--- src/rtl/trackball_counter.sv ---
// trackball_counter: synchronises CHANNELS raw trackball/spinner input pairs, decodes dir/clock or 4x quadrature, keeps wrapping up/down counters with CPU read/preload/status.
// Latency: pin captured on ce edge k -> count event registered at ce edge k+2 -> counter at the next clk edge; dout 1 clk after the rd_n-low cycle.
// No backpressure: every event and bus access is absorbed in its cycle; a write overrides a same-cycle event. Optional glitch filter: `define TRACKBALL_FILTER_EN.
module trackball_counter #(
    parameter int CHANNELS = 4,
    parameter int CNT_W    = 8,
    parameter int ADDR_W   = 3,
    parameter int QUAD     = 0,
    parameter int FILT_CYC = 4
) (
    input  logic                clk,
    input  logic                reset_n,
    input  logic                ce,
    input  logic [CHANNELS-1:0] tb_a,
    input  logic [CHANNELS-1:0] tb_b,
    input  logic [CHANNELS-1:0] flip,
    input  logic [ADDR_W-1:0]   addr,
    input  logic                rd_n,
    input  logic                wr_n,
    input  logic [CNT_W-1:0]    din,
    output logic [CNT_W-1:0]    dout,
    output logic [CHANNELS-1:0] moved,
    output logic                err
);

`ifdef TRACKBALL_FILTER_EN
    localparam bit FILT_EN = 1'b1;
`else
    localparam bit FILT_EN = 1'b0;
`endif
    // Number of ce samples after reset before the history holds real (and settled) input data;
    // events are suppressed until then so an input already high at release never counts.
    localparam int PRIME   = FILT_EN ? 3 + FILT_CYC : 3;
    localparam int PRIME_W = $clog2(PRIME + 1);

    logic [CHANNELS-1:0] sync1_a, sync1_b, sync2_a, sync2_b;
    logic [CHANNELS-1:0] cur_a, cur_b, prev_a, prev_b;
    logic [PRIME_W-1:0]  prime_cnt;
    logic                prime_done;
    logic [CHANNELS-1:0] det_ev, det_up, det_ill;
    logic [CHANNELS-1:0] ev_q, up_q;
    logic                ill_q, err_q;
    logic [CNT_W-1:0]    cnt [CHANNELS];
    logic [CNT_W-1:0]    status, rd_val;
    logic                rd, wr;

    assign prime_done = (prime_cnt == PRIME_W'(PRIME));
    assign rd = ~rd_n;
    assign wr = ~wr_n;

    // Two-flop synchroniser, decoder history and post-reset priming, all advanced on ce
    always_ff @(posedge clk or negedge reset_n) begin
        if (!reset_n) begin
            sync1_a   <= '0;
            sync1_b   <= '0;
            sync2_a   <= '0;
            sync2_b   <= '0;
            prev_a    <= '0;
            prev_b    <= '0;
            prime_cnt <= '0;
        end else if (ce) begin
            sync1_a <= tb_a;
            sync1_b <= tb_b;
            sync2_a <= sync1_a;
            sync2_b <= sync1_b;
            prev_a  <= cur_a;
            prev_b  <= cur_b;
            if (!prime_done) prime_cnt <= prime_cnt + 1'b1;
        end
    end

`ifdef TRACKBALL_FILTER_EN
    localparam int FC_W = $clog2(FILT_CYC + 1);
    logic [FC_W-1:0]     fcnt_a [CHANNELS];
    logic [FC_W-1:0]     fcnt_b [CHANNELS];
    logic [CHANNELS-1:0] filt_a, filt_b;

    // Per-bit stability filter: follow the input only after FILT_CYC consecutive differing samples
    always_ff @(posedge clk or negedge reset_n) begin
        if (!reset_n) begin
            filt_a <= '0;
            filt_b <= '0;
            for (int i = 0; i < CHANNELS; i++) begin
                fcnt_a[i] <= '0;
                fcnt_b[i] <= '0;
            end
        end else if (ce) begin
            for (int i = 0; i < CHANNELS; i++) begin
                if (sync2_a[i] == filt_a[i]) begin
                    fcnt_a[i] <= '0;
                end else if (fcnt_a[i] == FC_W'(FILT_CYC - 1)) begin
                    filt_a[i] <= sync2_a[i];
                    fcnt_a[i] <= '0;
                end else begin
                    fcnt_a[i] <= fcnt_a[i] + 1'b1;
                end
                if (sync2_b[i] == filt_b[i]) begin
                    fcnt_b[i] <= '0;
                end else if (fcnt_b[i] == FC_W'(FILT_CYC - 1)) begin
                    filt_b[i] <= sync2_b[i];
                    fcnt_b[i] <= '0;
                end else begin
                    fcnt_b[i] <= fcnt_b[i] + 1'b1;
                end
            end
        end
    end

    assign cur_a = filt_a;
    assign cur_b = filt_b;
`else
    assign cur_a = sync2_a;
    assign cur_b = sync2_b;
`endif

    // Decode current vs previous sample into count event, direction and illegal jump
    always_comb begin
        det_ev  = '0;
        det_up  = '0;
        det_ill = '0;
        for (int i = 0; i < CHANNELS; i++) begin
            if (QUAD == 0) begin
                det_ev[i] = cur_b[i] & ~prev_b[i];
                det_up[i] = cur_a[i] ^ flip[i];
            end else begin
                case ({prev_a[i], prev_b[i], cur_a[i], cur_b[i]})
                    4'b0001, 4'b0111, 4'b1110, 4'b1000: begin
                        det_ev[i] = 1'b1;
                        det_up[i] = ~flip[i];
                    end
                    4'b0100, 4'b1101, 4'b1011, 4'b0010: begin
                        det_ev[i] = 1'b1;
                        det_up[i] = flip[i];
                    end
                    4'b0011, 4'b1100, 4'b0110, 4'b1001: det_ill[i] = 1'b1;
                    default: ;
                endcase
            end
        end
    end

    // Register decoded events; they last exactly one clk even if ce then drops
    always_ff @(posedge clk or negedge reset_n) begin
        if (!reset_n) begin
            ev_q  <= '0;
            up_q  <= '0;
            ill_q <= 1'b0;
        end else begin
            ev_q  <= (ce && prime_done) ? det_ev : '0;
            up_q  <= det_up;
            ill_q <= ce && prime_done && (|det_ill);
        end
    end

    // Register-map read mux over pre-update state
    always_comb begin
        status = '0;
        for (int i = 0; i < CHANNELS; i++) begin
            if (i < CNT_W - 1) status[i] = moved[i];
        end
        status[CNT_W-1] = err;
        rd_val = '0;
        for (int i = 0; i < CHANNELS; i++) begin
            if (addr == ADDR_W'(i)) rd_val = cnt[i];
        end
        if (addr == ADDR_W'(CHANNELS)) rd_val = status;
    end

    // Counters, moved flags, err and read data; a write beats a same-cycle count event
    always_ff @(posedge clk or negedge reset_n) begin
        if (!reset_n) begin
            for (int i = 0; i < CHANNELS; i++) cnt[i] <= '0;
            moved <= '0;
            err_q <= 1'b0;
            dout  <= '0;
        end else begin
            for (int i = 0; i < CHANNELS; i++) begin
                if (wr && addr == ADDR_W'(i)) begin
                    cnt[i] <= din;
                end else if (ev_q[i]) begin
                    cnt[i] <= up_q[i] ? cnt[i] + 1'b1 : cnt[i] - 1'b1;
                end
                if (ev_q[i] && !(wr && addr == ADDR_W'(i))) begin
                    moved[i] <= 1'b1;
                end else if (rd && addr == ADDR_W'(i)) begin
                    moved[i] <= 1'b0;
                end
            end
            if (ill_q) begin
                err_q <= 1'b1;
            end else if (rd && addr == ADDR_W'(CHANNELS)) begin
                err_q <= 1'b0;
            end
            if (rd) dout <= rd_val;
        end
    end

    assign err = (QUAD != 0) ? err_q : 1'b0;

endmodule
--- config.mk ---
export PLATFORM = sky130hd
export DESIGN_NAME = trackball_counter
export DESIGN_NICKNAME = d
export VERILOG_FILES = /design/src/rtl/trackball_counter.sv
export SDC_FILE = /design/constraint.sdc
export NUM_CORES = 1
export LEC_CHECK = 0
export BUFFER_PORTS_ARGS = -buffer_cell sky130_fd_sc_hd__buf_2
export CORE_MARGIN = 5
export CORE_UTILIZATION = 64
export DETAILED_ROUTE_END_ITERATION = 6
export HOLD_SLACK_MARGIN = 0.12
export PLACE_DENSITY_LB_ADDON = 0.12
export RECOVER_POWER = 100
export SLEW_MARGIN = 20
export SYNTH_ARGS = -nofsm -noshare
export SYNTH_HDL_FRONTEND = slang
export SYNTH_SLANG_ARGS = --single-unit
--- constraint.sdc ---
create_clock -name clk -period 4.06 [get_ports clk]
set_clock_uncertainty 0.1 [all_clocks]
set_input_delay 0.203 -clock clk [delete_from_list [all_inputs] [get_ports clk]]
set_output_delay 0.203 -clock clk [all_outputs]
set_load 0.02 [all_outputs]
==> results.yml, run 1 <==
status:
  status: "finished with violations"
  violations: "capacitance limit, slew limit"
critical_path:
  regToRegStartpoint: "up_q[1]"
  r2r_end: "cnt[23]"
  path_max_fanout: 16
  worstSetupEndpointType: "register"
  slowest_delay_ns: 1.82
  r2r_cells: 8
  crit_arrival_ns: 2.66
  rrSetupSlack_ns: 1.57
  start_kind: "primary input"
  critical_path_class: "in -> reg"
  crit_slowest_cell: "nor4b_1"
  worstPathRequired_ns: 4.10
  path_cells: "buf_2 > nor4b_1 > o21ai_0"
synth:
  synth.distinct_cells: 47
  synth-seq-area-share_pct: 42.4
  ys_ff_latch: 74
  syn-num-nets: 482
  ys_async_sr_fraction_pct: 100
  synth_warnings: 0
  syn_area_um2: 4370
  yosys_most_used_dff: "dfrtp_1"
  syn_inst: 425
  postSynthAreaPerCell_um2: 10.3
  synth_edf_count: 0
power:
  ir_worst_vdd_uv: 366
  power.density_nw_per_um2: 675
  power.leakage_nw: 2.14
floorplanning:
  row_count: 30
  fp.coreArea_um2: 6720
  die_y_um: 92.7
  io_pins: 41
  dieArea_um2: 8580
  initial_utilization_pct: 65.1
  die_width_um: 92.7
route:
  dr.pass1.iters: 4
  drt-initial-drc-count: 184
  drc: 0
  vias: 3436
  viasPerCell: 6.08
  wirelength_um: 9540
  avgRoutedWirePerCell_um: 16.9
  drtAntennaViolNets: 0
sta:
  max_freq_mhz: 381
  hold_viol: 0
  setup_violations: 0
  tns_ns: 0
  slew_headroom_pct: -54.5
  tightest_slew_ns: 2.29
  report.final.slew_viol_count: 92
  rsz0062_at_grt: "false"
  period_minus_slack_ns: 2.63
  period_share_pct: 64.7
  whs_ns: 0.119
final_layout:
  drive_gt1_share_pct: 14.6
  final_common_cell: "dfrtp_1"
  fillers: 496
  antenna_cells: 0
  fin_nets: 537
  final_cell_mix: "dfrtp_1, nand2_1, o21ai_0"
  syn2layout_area_growth_pct: 14.0
clock_tree:
  h-tree-depth: 3
  postCtsHoldBufs: 21
  clk_pin_slew_worst_paths_ns: 0.08
  cts.sinks: 74
  insertion_delay_ns: 0.35
  cts_setup_buffers: 0
  root_buffer: "clkbuf_8"
  cts_inserted_buffers: 9
  cts_tree: "built"
  cts_buffer_depth: 2
  cts-resized-gates: 0
placed_design:
  gp_congestion: 0.841
  detailed_place_hpwl_um: 6850
  port_buffers: 39
min_path:
  hold_depth: 3
  holdPathEnd: "moved[2]"
  hold_class: "in -> reg"
  hold_start: "wr_n"
global_routing:
  grt_max_degree: 75
  grt_pass1_vias: 3520
  antenna_found_initial: 0
  overflow: 0
  grt_pass1_wl_um: 16500
  grtUsageTotal_pct: 24.5
flow_run:
  maxCapViolCount: 2
registers in the layout (all words and copies together), names as in the netlist, 4 cells and up:
signal,count
dout,8
up_q,4
cur_b,4
prev_b,4
moved,4
cnt,32
cur_a,4
sync1_a,4
sync1_b,4
ev_q,4
where the power goes:
group / switching, mW / internal, mW / leakage, nW
Sequential: 0.256 / 0.973 / 0.880
Clock: 0.275 / 0.282 / 0.0893
Combinational: 0.815 / 0.766 / 1.17
Total: 1.35 / 2.02 / 2.14
how the worst max path moves through the flow:
stage	start	end
finish	addr[0]	cnt[19]
global route	addr[0]	cnt[21]
CTS	up_q[0]	cnt[30]
detailed placement	up_q[0]	cnt[30]
global placement	up_q[1]	cnt[23]
floorplan	up_q[0]	cnt[30]
layout make-up:
| type | instances | area [um2] | share of cell area, % |
|---|---|---|---|
| Timing Repair Buffer | 62 | 400 | 8.03 |
| Clock inverter | 5 | 55.1 | 1.10 |
| Tap cell | 80 | 100 | 2.01 |
| Clock buffer | 11 | 131 | 2.64 |
| Multi-Input combinational cell | 318 | 2390 | 47.9 |
| Sequential cell | 74 | 1850 | 37.2 |
| Inverter | 15 | 56.3 | 1.13 |
worst max-delay path: cells and delay by family:
kind / cells / cell delay [ns]
simple gates: 1 / 1.82
compound gates: 1 / 0.29
buf+inv: 1 / 0.35
routing by layer:
| metal | track usage [%] | share of wire (%) |
|---|---|---|
| met3 | 4.55 | 4.8 |
| met2 | 40.4 | 48 |
| met4 | 13.4 | 3.6 |
| met5 | 0 | 0 |
| met1 | 30.5 | 43 |
cell usage after synthesis (all sizes together), types with 12 or more instances:
| cell type | number | area, um2 |
|---|---|---|
| dfrtp | 74 | 1850 |
| ha | 25 | 313 |
| inv | 15 | 56.3 |
| xor2 | 12 | 105 |
| a21o | 12 | 90.1 |
| mux2i | 13 | 130 |
| nor2 | 14 | 55.1 |
| xnor2 | 15 | 131 |
| a21oi | 27 | 135 |
| nor3 | 12 | 60.1 |
| mux2 | 22 | 248 |
| o21ai | 38 | 190 |
| nand2 | 49 | 184 |
kinds of logic after synthesis:
logic type	synth area share, %
other	0.0858
multiplexers	12.9
buffers and inverters	3.09
XOR/XNOR	5.41
AO/OA/AOI/OAI	16.8
adder cells (fa/ha/maj)	8.99
flip-flops	42.4
AND/OR/NAND/NOR	10.4
per-stage QoR:
stage	power [mW]	utilization (%)	cell area (um2)	setup WS (ns)	cells
6_report	3.37	74.2	4980	1.43	565
2_1_floorplan	2.42	-	4370	1.86	425
4_1_cts	3.37	74.6	5010	1.62	565
5_1_grt	3.65	74.2	4980	1.06	565
3_3_place_gp	2.71	68.7	4620	1.73	528
3_5_place_dp	2.80	68.7	4620	1.65	528
(Power assumes the default switching activity.)
==> inputs of run 2 (changes only) <==
--- a/config.mk
+++ b/config.mk
@@ -7,7 +7,7 @@
 export LEC_CHECK = 0
 export BUFFER_PORTS_ARGS = -buffer_cell sky130_fd_sc_hd__buf_2
 export CORE_MARGIN = 5
-export CORE_UTILIZATION = 64
+export CORE_UTILIZATION = 54
 export DETAILED_ROUTE_END_ITERATION = 6
 export HOLD_SLACK_MARGIN = 0.12
 export PLACE_DENSITY_LB_ADDON = 0.12
==> constraint.sdc (replaced) <==
create_clock -name clk -period 2.41 [get_ports clk]
set_clock_uncertainty 0.1 [all_clocks]
set_input_delay 0.1205 -clock clk [delete_from_list [all_inputs] [get_ports clk]]
set_output_delay 0.1205 -clock clk [all_outputs]
set_load 0.02 [all_outputs]
==> run 2 against run 1 <==
The flow still finishes with violations (capacitance limit, slew limit). Clock power up 55%. Final cell count is 5.7% higher. Largest cell class unchanged. Hold slack gained 0.055 ns.
==> results.yml, run 2 (synthesized netlist as in run 1, its figures left out) <==
status:
  status: "finished with violations"
  violations: "capacitance limit, slew limit"
critical_path:
  path_common_cell: "a21o_1"
  worstPathRequired_ns: 2.58
  path_buf_inv: 1
  critical_path_class: "reg -> reg"
  r2r_end: "cnt[30]"
  rrSetupSlack_ns: 0.10
  start_kind: "register"
  worstSetupEndpointType: "register"
  r2r_cells: 8
  crit_arrival_ns: 2.47
  crit_slowest_cell: "fa_1"
  cp_top_family: "compound AO/OA/AOI/OAI gates"
  regToRegStartpoint: "up_q[0]"
  path_max_fanout: 7
  path_cells: "inv_4 > fa_1 > a21o_1 > a21o_1 > a2111oi_2 > a41o_1 > o21ai_0 > a22oi_1"
  slowest_delay_ns: 0.47
sta:
  whs_ns: 0.175
  period_minus_slack_ns: 2.31
  setup_violations: 0
  tightest_slew_ns: 1.80
  period_share_pct: 95.8
  max_freq_mhz: 433
  report.final.slew_viol_count: 75
  slew_headroom_pct: -20.1
  rsz0062_at_grt: "true"
  hold_viol: 0
floorplanning:
  io_pins: 41
  die_y_um: 100
  die_width_um: 100
  dieArea_um2: 10000
  initial_utilization_pct: 56.0
  fp.coreArea_um2: 7810
  row_count: 32
clock_tree:
  root_buffer: "clkbuf_8"
  insertion_delay_ns: 0.34
  cts_inserted_buffers: 9
  cts_setup_buffers: 0
  cts_tree: "built"
  cts_buffer_depth: 2
  cts.sinks: 74
  clk_pin_slew_worst_paths_ns: 0.08
  h-tree-depth: 3
final_layout:
  fin_util_pct: 65.6
  largest_register_ff_count: 32
  syn2layout_area_growth_pct: 17.1
  finalNonFillerCells: 597
  drive_gt1_share_pct: 17.2
  final_common_cell: "dfrtp_1"
  fin_nets: 547
  antenna_cells: 0
  final_cell_mix: "dfrtp_1, nand2_1, o21ai_0"
  largest_registers: "cnt: 32 flops, dout: 8 flops"
  top_register: "cnt"
flow_run:
  maxCapViolCount: 1
placed_design:
  port_buffers: 39
  gp_congestion: 0.853
  detailed_place_hpwl_um: 7090
  placed_cells: 557
power:
  ir_worst_vdd_uv: 459
  power.density_nw_per_um2: 1110
  power.leakage_nw: 2.18
  power_mw: 5.68
global_routing:
  grt_pass1_vias: 3297
  overflow: 0
  antenna_found_initial: 0
  grt_pass1_wl_um: 16000
  grtUsageTotal_pct: 20.1
  grt_max_degree: 75
route:
  wirelength_um: 9710
  routed.top_layer: "met4"
  route.met3.wl_um: 516
  drc: 0
  vias: 3375
  drtAntennaViolNets: 0
  dr.pass1.iters: 4
  drt-met1-wl_um: 4350
  avgRoutedWirePerCell_um: 16.3
  met2WireLength_um: 4710
  viasPerCell: 5.65
  drt-initial-drc-count: 181
min_path:
  hold_class: "in -> reg"
  holdPathEnd: "moved[2]"
  hold_start: "addr[0]"
  hold_depth: 3
-- run 2: cell count changes in the layout (fill, tap and decap cells not counted), moves of 2 or more --
cell | before | now
o21ai_0 | 37 | 35
o21ai_1 | 1 | 3
dlygate4sd3_1 | 21 | 24
buf_4 | 1 | 8
clkinv_4 | 0 | 2
-- run 2: layout make-up --
type | count | area, um2
fill | 659 | 2690
timing repair buffer | 72 | 482
multi-input combinational | 318 | 2420
clock inverter | 7 | 53.8
tap | 102 | 128
sequential | 74 | 1850
inverter | 15 | 58.8
clock buffer | 9 | 124
-- run 2: how the worst max path moves through the flow --
stage             from  endpoint  cells past startpoint
2_1_floorplan  up_q[0]   cnt[30]                      8
3_3_place_gp   up_q[0]   cnt[30]                      8
5_1_grt        up_q[0]   cnt[30]                      8
3_5_place_dp   up_q[0]   cnt[30]                      8
4_1_cts        up_q[0]   cnt[30]                      8
6_report       up_q[0]   cnt[30]                      8
-- run 2: metal layers --
layer | track usage, % | up-vias
met2 | 34.0 | 89
met5 | 0 | -
li1 | - | 1674
met3 | 3.61 | 16
met1 | 26.6 | 1596
met4 | 5.49 | 0
-- run 2: timing repair --
action	in CTS	in global routing
endpoints found under the hold margin	126	0
hold buffers	24	0
gates resized for setup	0	7
setup endpoints to repair	0	3
-- run 2: report_power, final --
group / total [mW] / leakage [nW] / switching [mW] / internal, mW
combinational: 2.75 / 1.21 / 1.39 / 1.36
sequential: 2.06 / 0.880 / 0.428 / 1.64
clock: 0.865 / 0.0818 / 0.487 / 0.378
total: 5.68 / 2.18 / 2.31 / 3.37
-- run 2: per-stage QoR --
| stage | setup TNS [ns] | area, um2 | worst slack, ns |
|---|---|---|---|
| after floorplan | 0 | 4370 | 0.207 |
| after global placement | 0 | 4700 | 0.0977 |
| after detailed placement | 0 | 4700 | 0.0469 |
| after CTS | 0 | 5120 | 0.0255 |
| after global routing | -0.231 | 5120 | -0.0599 |
| final | 0 | 5120 | 0.102 |
-- run 2: tightest hold or removal path: stages --
cell and delay (ns):
buf_2 0.24, o22ai_1 0.16, nand2_1 0.07
==> inputs of run 3 (changes only) <==
--- a/config.mk
+++ b/config.mk
@@ -10,7 +10,7 @@
 export CORE_UTILIZATION = 54
 export DETAILED_ROUTE_END_ITERATION = 6
 export HOLD_SLACK_MARGIN = 0.12
-export PLACE_DENSITY_LB_ADDON = 0.12
+export PLACE_DENSITY = 0.77
 export RECOVER_POWER = 100
 export SLEW_MARGIN = 20
 export SYNTH_ARGS = -nofsm -noshare
==> run 3 against run 2 <==
Die area is the same. Non-clock buffer count grew 3. Flip-flop and latch count is the same. Count of clock-buffer cells in the layout grew 2. Final area grew 1.3%. Critical path depth is the same. Sequential power is essentially flat. Via count grew 2.2%. The run still ends with capacitance limit, slew limit left. Routed wire length grew 3.3%.
==> results.yml, run 3 (synthesized netlist as in run 1, its figures left out) <==
final_layout:
  syn2layout_area_growth_pct: 18.6
  drive_gt1_share_pct: 18.1
  largest_register_ff_count: 32
  fin_nets: 550
  final_cell_mix: "dfrtp_1, nand2_1, o21ai_0"
  largest_registers: "cnt: 32 flops, dout: 8 flops"
  top_register: "cnt"
  finalNonFillerCells: 600
  design_area_um2: 5180
  fillers: 639
  antenna_cells: 0
  final_common_cell: "dfrtp_1"
clock_tree:
  h-tree-depth: 3
  cts_inserted_buffers: 9
  cts.sinks: 74
  clk_pin_slew_worst_paths_ns: 0.08
  cts_tree: "built"
  insertion_delay_ns: 0.35
  cts_buffer_depth: 2
  root_buffer: "clkbuf_8"
critical_path:
  path_cells: "inv_2 > fa_1 > a21o_1 > a21o_1 > a2111oi_2 > a41o_1 > o21ai_0 > a22oi_1"
  crit_arrival_ns: 2.49
  start_kind: "register"
  critical_path_class: "reg -> reg"
  cp_top_family: "compound AO/OA/AOI/OAI gates"
  worstSetupEndpointType: "register"
  path_max_fanout: 7
  worstPathRequired_ns: 2.58
  crit_slowest_cell: "fa_1"
  path_common_cell: "a21o_1"
  path_buf_inv: 1
  slowest_delay_ns: 0.47
floorplanning:
  die_width_um: 100
  initial_utilization_pct: 56.0
  row_count: 32
  dieArea_um2: 10000
  fp.coreArea_um2: 7810
  die_y_um: 100
  io_pins: 41
sta:
  max_freq_mhz: 430
  period_minus_slack_ns: 2.32
  rsz0062_at_grt: "false"
  setup_violations: 0
  slew_headroom_pct: -20.5
  period_share_pct: 96.4
  hold_viol: 0
  tns_ns: 0
  report.final.slew_viol_count: 75
  tightest_slew_ns: 1.81
  whs_ns: 0.171
route:
  dr.pass1.iters: 6
  vias: 3448
  drc: 0
  drtAntennaViolNets: 0
  wirelength_um: 10000
  avgRoutedWirePerCell_um: 16.7
  viasPerCell: 5.75
  drt-initial-drc-count: 227
global_routing:
  grtUsageTotal_pct: 21.3
  antenna_found_initial: 0
  overflow: 0
  grt_pass1_vias: 3487
  grt_pass1_wl_um: 16900
  grt_max_degree: 75
placed_design:
  detailed_place_hpwl_um: 7120
  placed_cells: 558
  placed_area_um2: 4710
  port_buffers: 39
  gp_congestion: 0.839
power:
  ir_worst_vdd_uv: 555
  power_mw: 5.90
  power.leakage_nw: 2.20
  power.density_nw_per_um2: 1140
status:
  status: "finished with violations"
  violations: "capacitance limit, slew limit"
min_path:
  hold_class: "in -> reg"
flow_run:
  maxCapViolCount: 1
==> run 3: metal layers <==
metal | wire length, um | GRT usage, %
met5 | 0 | 0
met2 | 4910 | 35.2
met3 | 594 | 4.03
met4 | 335 | 10.2
met1 | 4190 | 26.9
==> run 3: what timing repair did <==
item                                    in CTS  in global routing
pin swaps                                    0                  0
setup buffers                                0                  2
endpoints found under the setup margin       2                  4
endpoints found under the hold margin      128                  0
hold buffers                                24                  0
resized for setup                            2                 11
==> run 3: power by group <==
group	internal [mW]	leakage [nW]	total [mW]	switching [mW]
Clock	0.512	0.0962	0.991	0.479
Sequential	1.64	0.880	2.06	0.419
Combinational	1.40	1.22	2.85	1.45
==> run 3: final cells by class <==
class | instances | area, um2 | share of cell area, %
inverter | 15 | 56.3 | 1.09
clock buffer | 11 | 141 | 2.73
clock inverter | 5 | 62.6 | 1.21
timing repair buffer | 75 | 493 | 9.51
sequential | 74 | 1850 | 35.7
multi-input combinational | 318 | 2450 | 47.3
tap | 102 | 128 | 2.46
==> run 3: worst paths after layout <==
kind,startpoint,cells after the start,slack (ns),to
hold reg to reg,prev_b[1],1,0.34,ev_q[1]
setup / recovery,up_q[0],8,0.09,cnt[30]
hold / removal,addr[0],3,0.17,moved[2]
min in group asynchronous,reset_n,2,0.69,dout[0]
max in group asynchronous,reset_n,2,0.45,cnt[21]
setup reg to reg,up_q[0],8,0.09,cnt[30]
==> run 3: worst register-to-register path: stages, from the launching register on <==
cell and delay [ns]:
dfrtp_1 0.39, inv_2 0.12, fa_1 0.47, a21o_1 0.17, a21o_1 0.22, a2111oi_2 0.37
a41o_1 0.13, o21ai_0 0.09, a22oi_1 0.18
==> run 3: stage by stage <==
stage | util (%) | setup WS, ns
after global routing | 66.4 | 0.00526
after global placement | 60.3 | 0.0970
after floorplan | - | 0.207
final | 66.4 | 0.0865
after CTS | 66.0 | 0.0114
after detailed placement | 60.3 | 0.0106
